`src/rtl/calc_pkg.sv`:
```
// Shared definitions for the keypad operand-entry block: key codes, FSM
// state encoding and the elaboration-time width check helper.
package calc_pkg;

  localparam logic [3:0] KEY_BACKSPACE = 4'd10;
  localparam logic [3:0] KEY_CLEAR     = 4'd11;
  localparam logic [3:0] KEY_NEXT      = 4'd12;
  localparam logic [3:0] KEY_ENTER     = 4'd13;
  localparam logic [3:0] KEY_SEL_FIRST = 4'd14;
  localparam logic [3:0] KEY_SEL_LAST  = 4'd15;

  typedef enum logic {
    ST_IDLE = 1'b0,
    ST_CONV = 1'b1
  } state_t;

  // Largest value representable with the given number of decimal digits.
  function automatic longint unsigned max_bcd_value(input int digits);
    longint unsigned v;
    v = 1;
    for (int i = 0; i < digits; i++) v = v * 10;
    return v - 1;
  endfunction

  // True when every DIGITS-digit decimal number fits in WIDTH bits.
  function automatic bit width_fits(input int digits, input int width);
    if (width >= 64) return 1'b1;
    return max_bcd_value(digits) < (64'd1 << width);
  endfunction

endpackage

```
`src/rtl/bcd_to_bin.sv`:
```
// Iterative BCD-to-binary converter: one nibble per cycle, MSB nibble first,
// acc = acc*10 + nibble. Result is presented combinationally on the cycle
// whose closing edge consumes the last nibble (result_valid_o high).
module bcd_to_bin #(
  parameter int DIGITS = 4,
  parameter int WIDTH  = 32
) (
  input  logic                  clk,
  input  logic                  rst,
  input  logic                  start_i,
  input  logic [DIGITS*4-1:0]   bcd_i,
  output logic                  busy_o,
  output logic [WIDTH-1:0]      result_o,
  output logic                  result_valid_o
);

  localparam int CNT_W = $clog2(DIGITS + 1);

  logic [DIGITS*4-1:0] sh_q,   sh_d;
  logic [WIDTH-1:0]    acc_q,  acc_d;
  logic [CNT_W-1:0]    cnt_q,  cnt_d;
  logic                busy_q, busy_d;
  logic [WIDTH-1:0]    acc_next;

  // Multiply-accumulate of the current top nibble.
  always_comb begin
    acc_next = (acc_q << 3) + (acc_q << 1) + WIDTH'(sh_q[DIGITS*4-1 -: 4]);
  end

  // Load on start, otherwise consume one nibble per busy cycle.
  always_comb begin
    sh_d   = sh_q;
    acc_d  = acc_q;
    cnt_d  = cnt_q;
    busy_d = busy_q;
    if (start_i) begin
      sh_d   = bcd_i;
      acc_d  = '0;
      cnt_d  = CNT_W'(DIGITS);
      busy_d = 1'b1;
    end else if (busy_q) begin
      acc_d = acc_next;
      sh_d  = sh_q << 4;
      cnt_d = cnt_q - CNT_W'(1);
      if (cnt_q == CNT_W'(1)) busy_d = 1'b0;
    end
  end

  // Converter state registers; reset aborts any conversion in flight.
  always_ff @(posedge clk or posedge rst) begin
    if (rst) begin
      sh_q   <= '0;
      acc_q  <= '0;
      cnt_q  <= '0;
      busy_q <= 1'b0;
    end else begin
      sh_q   <= sh_d;
      acc_q  <= acc_d;
      cnt_q  <= cnt_d;
      busy_q <= busy_d;
    end
  end

  assign busy_o         = busy_q;
  assign result_o       = acc_next;
  assign result_valid_o = busy_q && (cnt_q == CNT_W'(1));

endmodule

```
`src/rtl/operand_entry.sv`:
```
// Keypad operand entry: edge-detected key events edit BCD operands, each edit
// triggers a DIGITS-cycle conversion that refreshes the binary operand.
module operand_entry
  import calc_pkg::*;
#(
  parameter int DIGITS       = 4,
  parameter int NUM_OPERANDS = 2,
  parameter int WIDTH        = 32
) (
  input  logic                            clk,
  input  logic                            rst,
  input  logic [3:0]                      key_code,
  input  logic                            key_valid,
  output logic [NUM_OPERANDS*WIDTH-1:0]   operands,
  output logic [NUM_OPERANDS-1:0]         sel_onehot,
  output logic [$clog2(DIGITS+1)-1:0]     digit_count,
  output logic                            busy,
  output logic                            done,
  output logic                            err
);

  localparam int CW = $clog2(DIGITS + 1);
  localparam int IW = (NUM_OPERANDS > 1) ? $clog2(NUM_OPERANDS) : 1;
  localparam int BW = DIGITS * 4;

  generate
    if (!width_fits(DIGITS, WIDTH)) begin : g_width_chk
      $error("operand_entry: WIDTH too small for DIGITS decimal digits");
    end
  endgenerate

  logic [BW-1:0]    bcd_q [NUM_OPERANDS];
  logic [BW-1:0]    bcd_d [NUM_OPERANDS];
  logic [CW-1:0]    cnt_q [NUM_OPERANDS];
  logic [CW-1:0]    cnt_d [NUM_OPERANDS];
  logic [WIDTH-1:0] bin_q [NUM_OPERANDS];
  logic [WIDTH-1:0] bin_d [NUM_OPERANDS];
  logic [IW-1:0]    idx_q, idx_d;
  logic             key_prev_q;
  logic             done_q, done_d;
  logic             err_q, err_d;
  state_t           state_q, state_d;

  logic             key_evt;
  logic             conv_start;
  logic [BW-1:0]    conv_bcd;
  logic             conv_busy;
  logic [WIDTH-1:0] conv_result;
  logic             conv_valid;

  assign key_evt = key_valid && !key_prev_q;

  bcd_to_bin #(
    .DIGITS (DIGITS),
    .WIDTH  (WIDTH)
  ) u_conv (
    .clk            (clk),
    .rst            (rst),
    .start_i        (conv_start),
    .bcd_i          (conv_bcd),
    .busy_o         (conv_busy),
    .result_o       (conv_result),
    .result_valid_o (conv_valid)
  );

  // Key decode and operand editing; only the active operand is touched.
  always_comb begin
    bcd_d      = bcd_q;
    cnt_d      = cnt_q;
    bin_d      = bin_q;
    idx_d      = idx_q;
    done_d     = 1'b0;
    err_d      = 1'b0;
    conv_start = 1'b0;
    if (conv_valid) bin_d[idx_q] = conv_result;
    if (key_evt) begin
      if (state_q == ST_CONV) begin
        err_d = 1'b1;
      end else begin
        case (key_code)
          KEY_BACKSPACE: begin
            if (cnt_q[idx_q] == '0) begin
              err_d = 1'b1;
            end else begin
              bcd_d[idx_q] = bcd_q[idx_q] >> 4;
              cnt_d[idx_q] = cnt_q[idx_q] - CW'(1);
              conv_start   = 1'b1;
            end
          end
          KEY_CLEAR: begin
            bcd_d[idx_q] = '0;
            cnt_d[idx_q] = '0;
            bin_d[idx_q] = '0;
          end
          KEY_NEXT: begin
            idx_d = (idx_q == IW'(NUM_OPERANDS - 1)) ? '0 : idx_q + IW'(1);
          end
          KEY_ENTER: begin
            done_d = 1'b1;
          end
          KEY_SEL_FIRST: begin
            idx_d    = '0;
            bcd_d[0] = '0;
            cnt_d[0] = '0;
            bin_d[0] = '0;
          end
          KEY_SEL_LAST: begin
            idx_d                   = IW'(NUM_OPERANDS - 1);
            bcd_d[NUM_OPERANDS - 1] = '0;
            cnt_d[NUM_OPERANDS - 1] = '0;
            bin_d[NUM_OPERANDS - 1] = '0;
          end
          default: begin
            if (cnt_q[idx_q] == CW'(DIGITS)) begin
              err_d = 1'b1;
            end else begin
              bcd_d[idx_q] = (bcd_q[idx_q] << 4) | BW'(key_code);
              cnt_d[idx_q] = cnt_q[idx_q] + CW'(1);
              conv_start   = 1'b1;
            end
          end
        endcase
      end
    end
    conv_bcd = bcd_d[idx_q];
  end

  // FSM state register.
  always_ff @(posedge clk or posedge rst) begin
    if (rst) state_q <= ST_IDLE;
    else     state_q <= state_d;
  end

  // FSM next state: an accepted BCD edit starts a conversion, its last nibble ends it.
  always_comb begin
    state_d = state_q;
    case (state_q)
      ST_IDLE: if (conv_start) state_d = ST_CONV;
      ST_CONV: if (conv_valid || !conv_busy) state_d = ST_IDLE;
      default: state_d = ST_IDLE;
    endcase
  end

  // FSM outputs.
  always_comb begin
    busy = (state_q == ST_CONV);
  end

  // Operand storage, selection, edge detector and status pulses.
  always_ff @(posedge clk or posedge rst) begin
    if (rst) begin
      for (int i = 0; i < NUM_OPERANDS; i++) begin
        bcd_q[i] <= '0;
        cnt_q[i] <= '0;
        bin_q[i] <= '0;
      end
      idx_q      <= '0;
      key_prev_q <= 1'b0;
      done_q     <= 1'b0;
      err_q      <= 1'b0;
    end else begin
      for (int i = 0; i < NUM_OPERANDS; i++) begin
        bcd_q[i] <= bcd_d[i];
        cnt_q[i] <= cnt_d[i];
        bin_q[i] <= bin_d[i];
      end
      idx_q      <= idx_d;
      key_prev_q <= key_valid;
      done_q     <= done_d;
      err_q      <= err_d;
    end
  end

  // Flatten operands and decode the active index for the LEDs.
  always_comb begin
    operands   = '0;
    sel_onehot = '0;
    for (int i = 0; i < NUM_OPERANDS; i++) begin
      operands[i*WIDTH +: WIDTH] = bin_q[i];
      sel_onehot[i]              = (idx_q == IW'(i));
    end
  end

  assign digit_count = cnt_q[idx_q];
  assign done        = done_q;
  assign err         = err_q;

endmodule

```
`config.mk`:
```
export PLATFORM = sky130hd
export DESIGN_NAME = operand_entry
export DESIGN_NICKNAME = d
export VERILOG_FILES = /design/src/rtl/calc_pkg.sv /design/src/rtl/bcd_to_bin.sv /design/src/rtl/operand_entry.sv
export SDC_FILE = /design/constraint.sdc
export NUM_CORES = 1
export LEC_CHECK = 0
export CORE_MARGIN = 5
export CORE_UTILIZATION = 50
export CTS_CLUSTER_SIZE = 40
export DETAILED_ROUTE_END_ITERATION = 8
export GPL_TIMING_DRIVEN = 1
export PLACE_DENSITY = 0.71
export RECOVER_POWER = 100
export SLEW_MARGIN = 10
export SYNTH_ARGS = -nofsm -noshare
export SYNTH_HDL_FRONTEND = slang
export SYNTH_SLANG_ARGS = --single-unit
```
`constraint.sdc`:
```
create_clock -name clk -period 6.7 [get_ports clk]
set_clock_uncertainty 0.15 [all_clocks]
set_input_delay 1.34 -clock clk [delete_from_list [all_inputs] [get_ports clk]]
set_output_delay 1.34 -clock clk [all_outputs]
set_load 0.02 [all_outputs]
```
==> results.json <==
{
  "syn-num-nets": 955,
  "cts_buffer_depth": 2,
  "tightest_slew_ns": 2.055,
  "worst_hold_path_type": "flip-flop to flip-flop",
  "setup_tns_ns": 0,
  "rows": 49,
  "ys_ff_latch": 158,
  "avgSynthCellArea_sq_um": 10.15,
  "grt_pass1_vias": 7077,
  "crit_path_end_kind": "flip-flop",
  "io_buffers": 78,
  "stdcell_count": 1171,
  "synth_top_family_by_area": "compound AO/OA/AOI/OAI gates",
  "cp_slowest_cell": "nor3_1",
  "worstPathArrival_ns": 5.47,
  "start_kind": "flip-flop",
  "async_reset_ff_share_pct": 100.0,
  "antenna_found_initial": 0,
  "seq_area_frac_synth_pct": 44.18,
  "synth-xor-area-share_pct": 3.034,
  "path_buf_inv": 3,
  "ctsResizeCount": 0,
  "grt_overflow": 0,
  "clkSlewWorstSetupHoldPaths_ns": 0.07,
  "gp_congestion": 0.9279,
  "max_clock_freq_mhz": 190.4,
  "dp_cells": 1139,
  "initial_utilization_pct": 50.34,
  "synth.distinct_cells": 73,
  "synthMuxAreaShare_pct": 4.138,
  "drt_iter0_markers": 490,
  "antennaDiodeCount": 0,
  "synthesis.area_sq_um": 8950,
  "maxCapViolations": 4,
  "final_cell_mix": "dfrtp_1, dlygate4sd3_1, nor2_1, a22o_1, ha_1",
  "ant_nets": 0,
  "syn_inst": 882,
  "yosysWarnings": 0,
  "route.detailed.drc": 0,
  "nFillCells": 1524,
  "dp_hpwl_mm": 15.01,
  "postCtsSetupBuffers": 0,
  "cp.required_ns": 6.91,
  "setup_violations": 0,
  "fin_hold_ws_ns": 0.3220,
  "synthSimpleGateAreaFrac_pct": 11.53,
  "synth-edff-count": 0,
  "path_delay_family": "buffers and inverters",
  "cts_buffers": 17,
  "grt_usage_pct": 21.95,
  "ios": 79,
  "die_w_microns": 143.8,
  "cts_hold_buf": 0,
  "rsz0062_at_grt": "no",
  "drt_wl_total_mm": 22.16,
  "hold_viol_final": 0,
  "finalCritPeriodShare_pct": 78.39,
  "synth_flop_cell": "dfrtp_1",
  "nets": 1002,
  "cts_max_level": 4,
  "clk_latency_ns": 0.43,
  "dieHeight_microns": 143.8,
  "grt_pass1_wl_mm": 36.34,
  "cpPeakStageDelay_ns": 1.16,
  "status": "finished, violations left",
  "grt_max_degree": 111,
  "min_period_ns": 5.252,
  "vias": 7189,
  "wl_per_cell_microns": 18.92,
  "maxSlewViolCount": 168,
  "failed_checks": "max-capacitance violations, max-slew violations",
  "path_cells": "clkbuf_2, clkinv_1, or2_0, nor3_1, buf_4, a22o_1",
  "die_area_sq_um": 20680,
  "clock-sinks": 158,
  "crit_type": "flip-flop to flip-flop",
  "drive_above_1_share_pct": 7.113,
  "vias_per_cell": 6.139,
  "max-slew-margin-rel_pct": -37.02,
  "fp.coreArea_sq_um": 17780,
  "first_pass_iters": 8,
  "clockRootBuffer": "clkbuf_16",
  "synth_compound_area_share_pct": 23.00,
  "syn_to_final_growth_pct": 16.05,
  "synth_fa_ha_area_share_pct": 9.395,
  "cts_tree": "yes",
  "cp_max_fo": 55,
  "final_common_cell": "dfrtp_1"
}
==> worst min-delay path, delay by kind of cell (launching register included) <==
family / cells / cell delay, ns
simple gates: 1 / 0.04
flops: 1 / 0.34
compound gates: 1 / 0.06
==> cell usage after synthesis, types with 7 or more instances <==
master    number  area, sq um
nor3_1        11        55.05
nand4_1        9        56.30
dfrtp_1      158         3954
nand2_1       60        225.2
a22oi_1        8        60.06
xor2_1         9        78.83
nand3_1       17        85.08
a222oi_1      11        110.1
clkbuf_1      32        120.1
inv_1         30        112.6
buf_2         16        80.08
xnor2_1       22        192.7
o21ai_0       45        225.2
nor2_1        72        270.3
mux2i_1       37        370.4
a21oi_1       56        280.3
nand2b_1       8        50.05
a22o_1        71        621.9
a211oi_1      11        82.58
o21a_1         7        52.55
or2_2          8        50.05
a221oi_1       9        78.83
ha_1          64        800.8
==> metrics by stage <==
step	setup WS (ns)	instance area, sq um	utilization, %
6_report	1.448	10390	58.42
5_1_grt	1.194	10390	58.42
4_1_cts	2.483	10430	58.66
3_5_place_dp	2.021	9833	55.31
3_3_place_gp	2.132	9833	55.31
2_1_floorplan	0.9468	8950	-
==> final timing paths <==
kind	from	to	slack, ns	depth (start not counted)
setup / recovery	u_conv.busy_o$_DFF_PP0_	operands[12]$_DFF_PP0_	1.45	6
hold / removal	operands[51]$_DFF_PP0_	operands[51]$_DFF_PP0_	0.32	2
setup reg to reg	u_conv.busy_o$_DFF_PP0_	operands[12]$_DFF_PP0_	1.45	6
hold reg to reg	operands[51]$_DFF_PP0_	operands[51]$_DFF_PP0_	0.32	2
max in group asynchronous	rst	u_conv.busy_o$_DFF_PP0_	3.71	3
min in group asynchronous	rst	operands[32]$_DFF_PP0_	1.47	2
==> layer usage <==
metal | GRT usage (%) | wire length (microns)
met1 | 28.70 | 9787
met2 | 37.24 | 10830
met3 | 3.527 | 1062
met4 | 7.483 | 484
met5 | 0 | 0
==> cells by family (layout without fill, tap and decap cells) <==
kind of cell,after synthesis,in the layout
compound gates,281,281
xor+xnor,31,31
fa+ha+maj,66,66
buf+inv,93,153
flops,158,158
mux,37,37
simple gates,216,216
==> registers in the layout, summed over array words and instances (netlist names), named ones only <==
signal and flops:
operands 64, bcd_q 32, u_conv.acc_q 31, u_conv.sh_q 16, u_conv.cnt_q 3, cnt_q 2, busy 1, done 1
err 1, idx_q 1, key_prev_q 1, u_conv.busy_o 1
==> layout make-up <==
type | count | area (sq um) | area share, %
clock inverters | 14 | 157.7 | 1.518
clock buffers | 18 | 439.2 | 4.228
multi-input cells | 631 | 4584 | 44.14
repair buffers | 89 | 838.3 | 8.071
flip-flops and latches | 158 | 3955 | 38.08
inverters | 32 | 125.1 | 1.205
well taps | 229 | 286.5 | 2.759
Power is not shown: default switching activity piles up to over one toggle a cycle in this logic, so the estimate is an artifact.
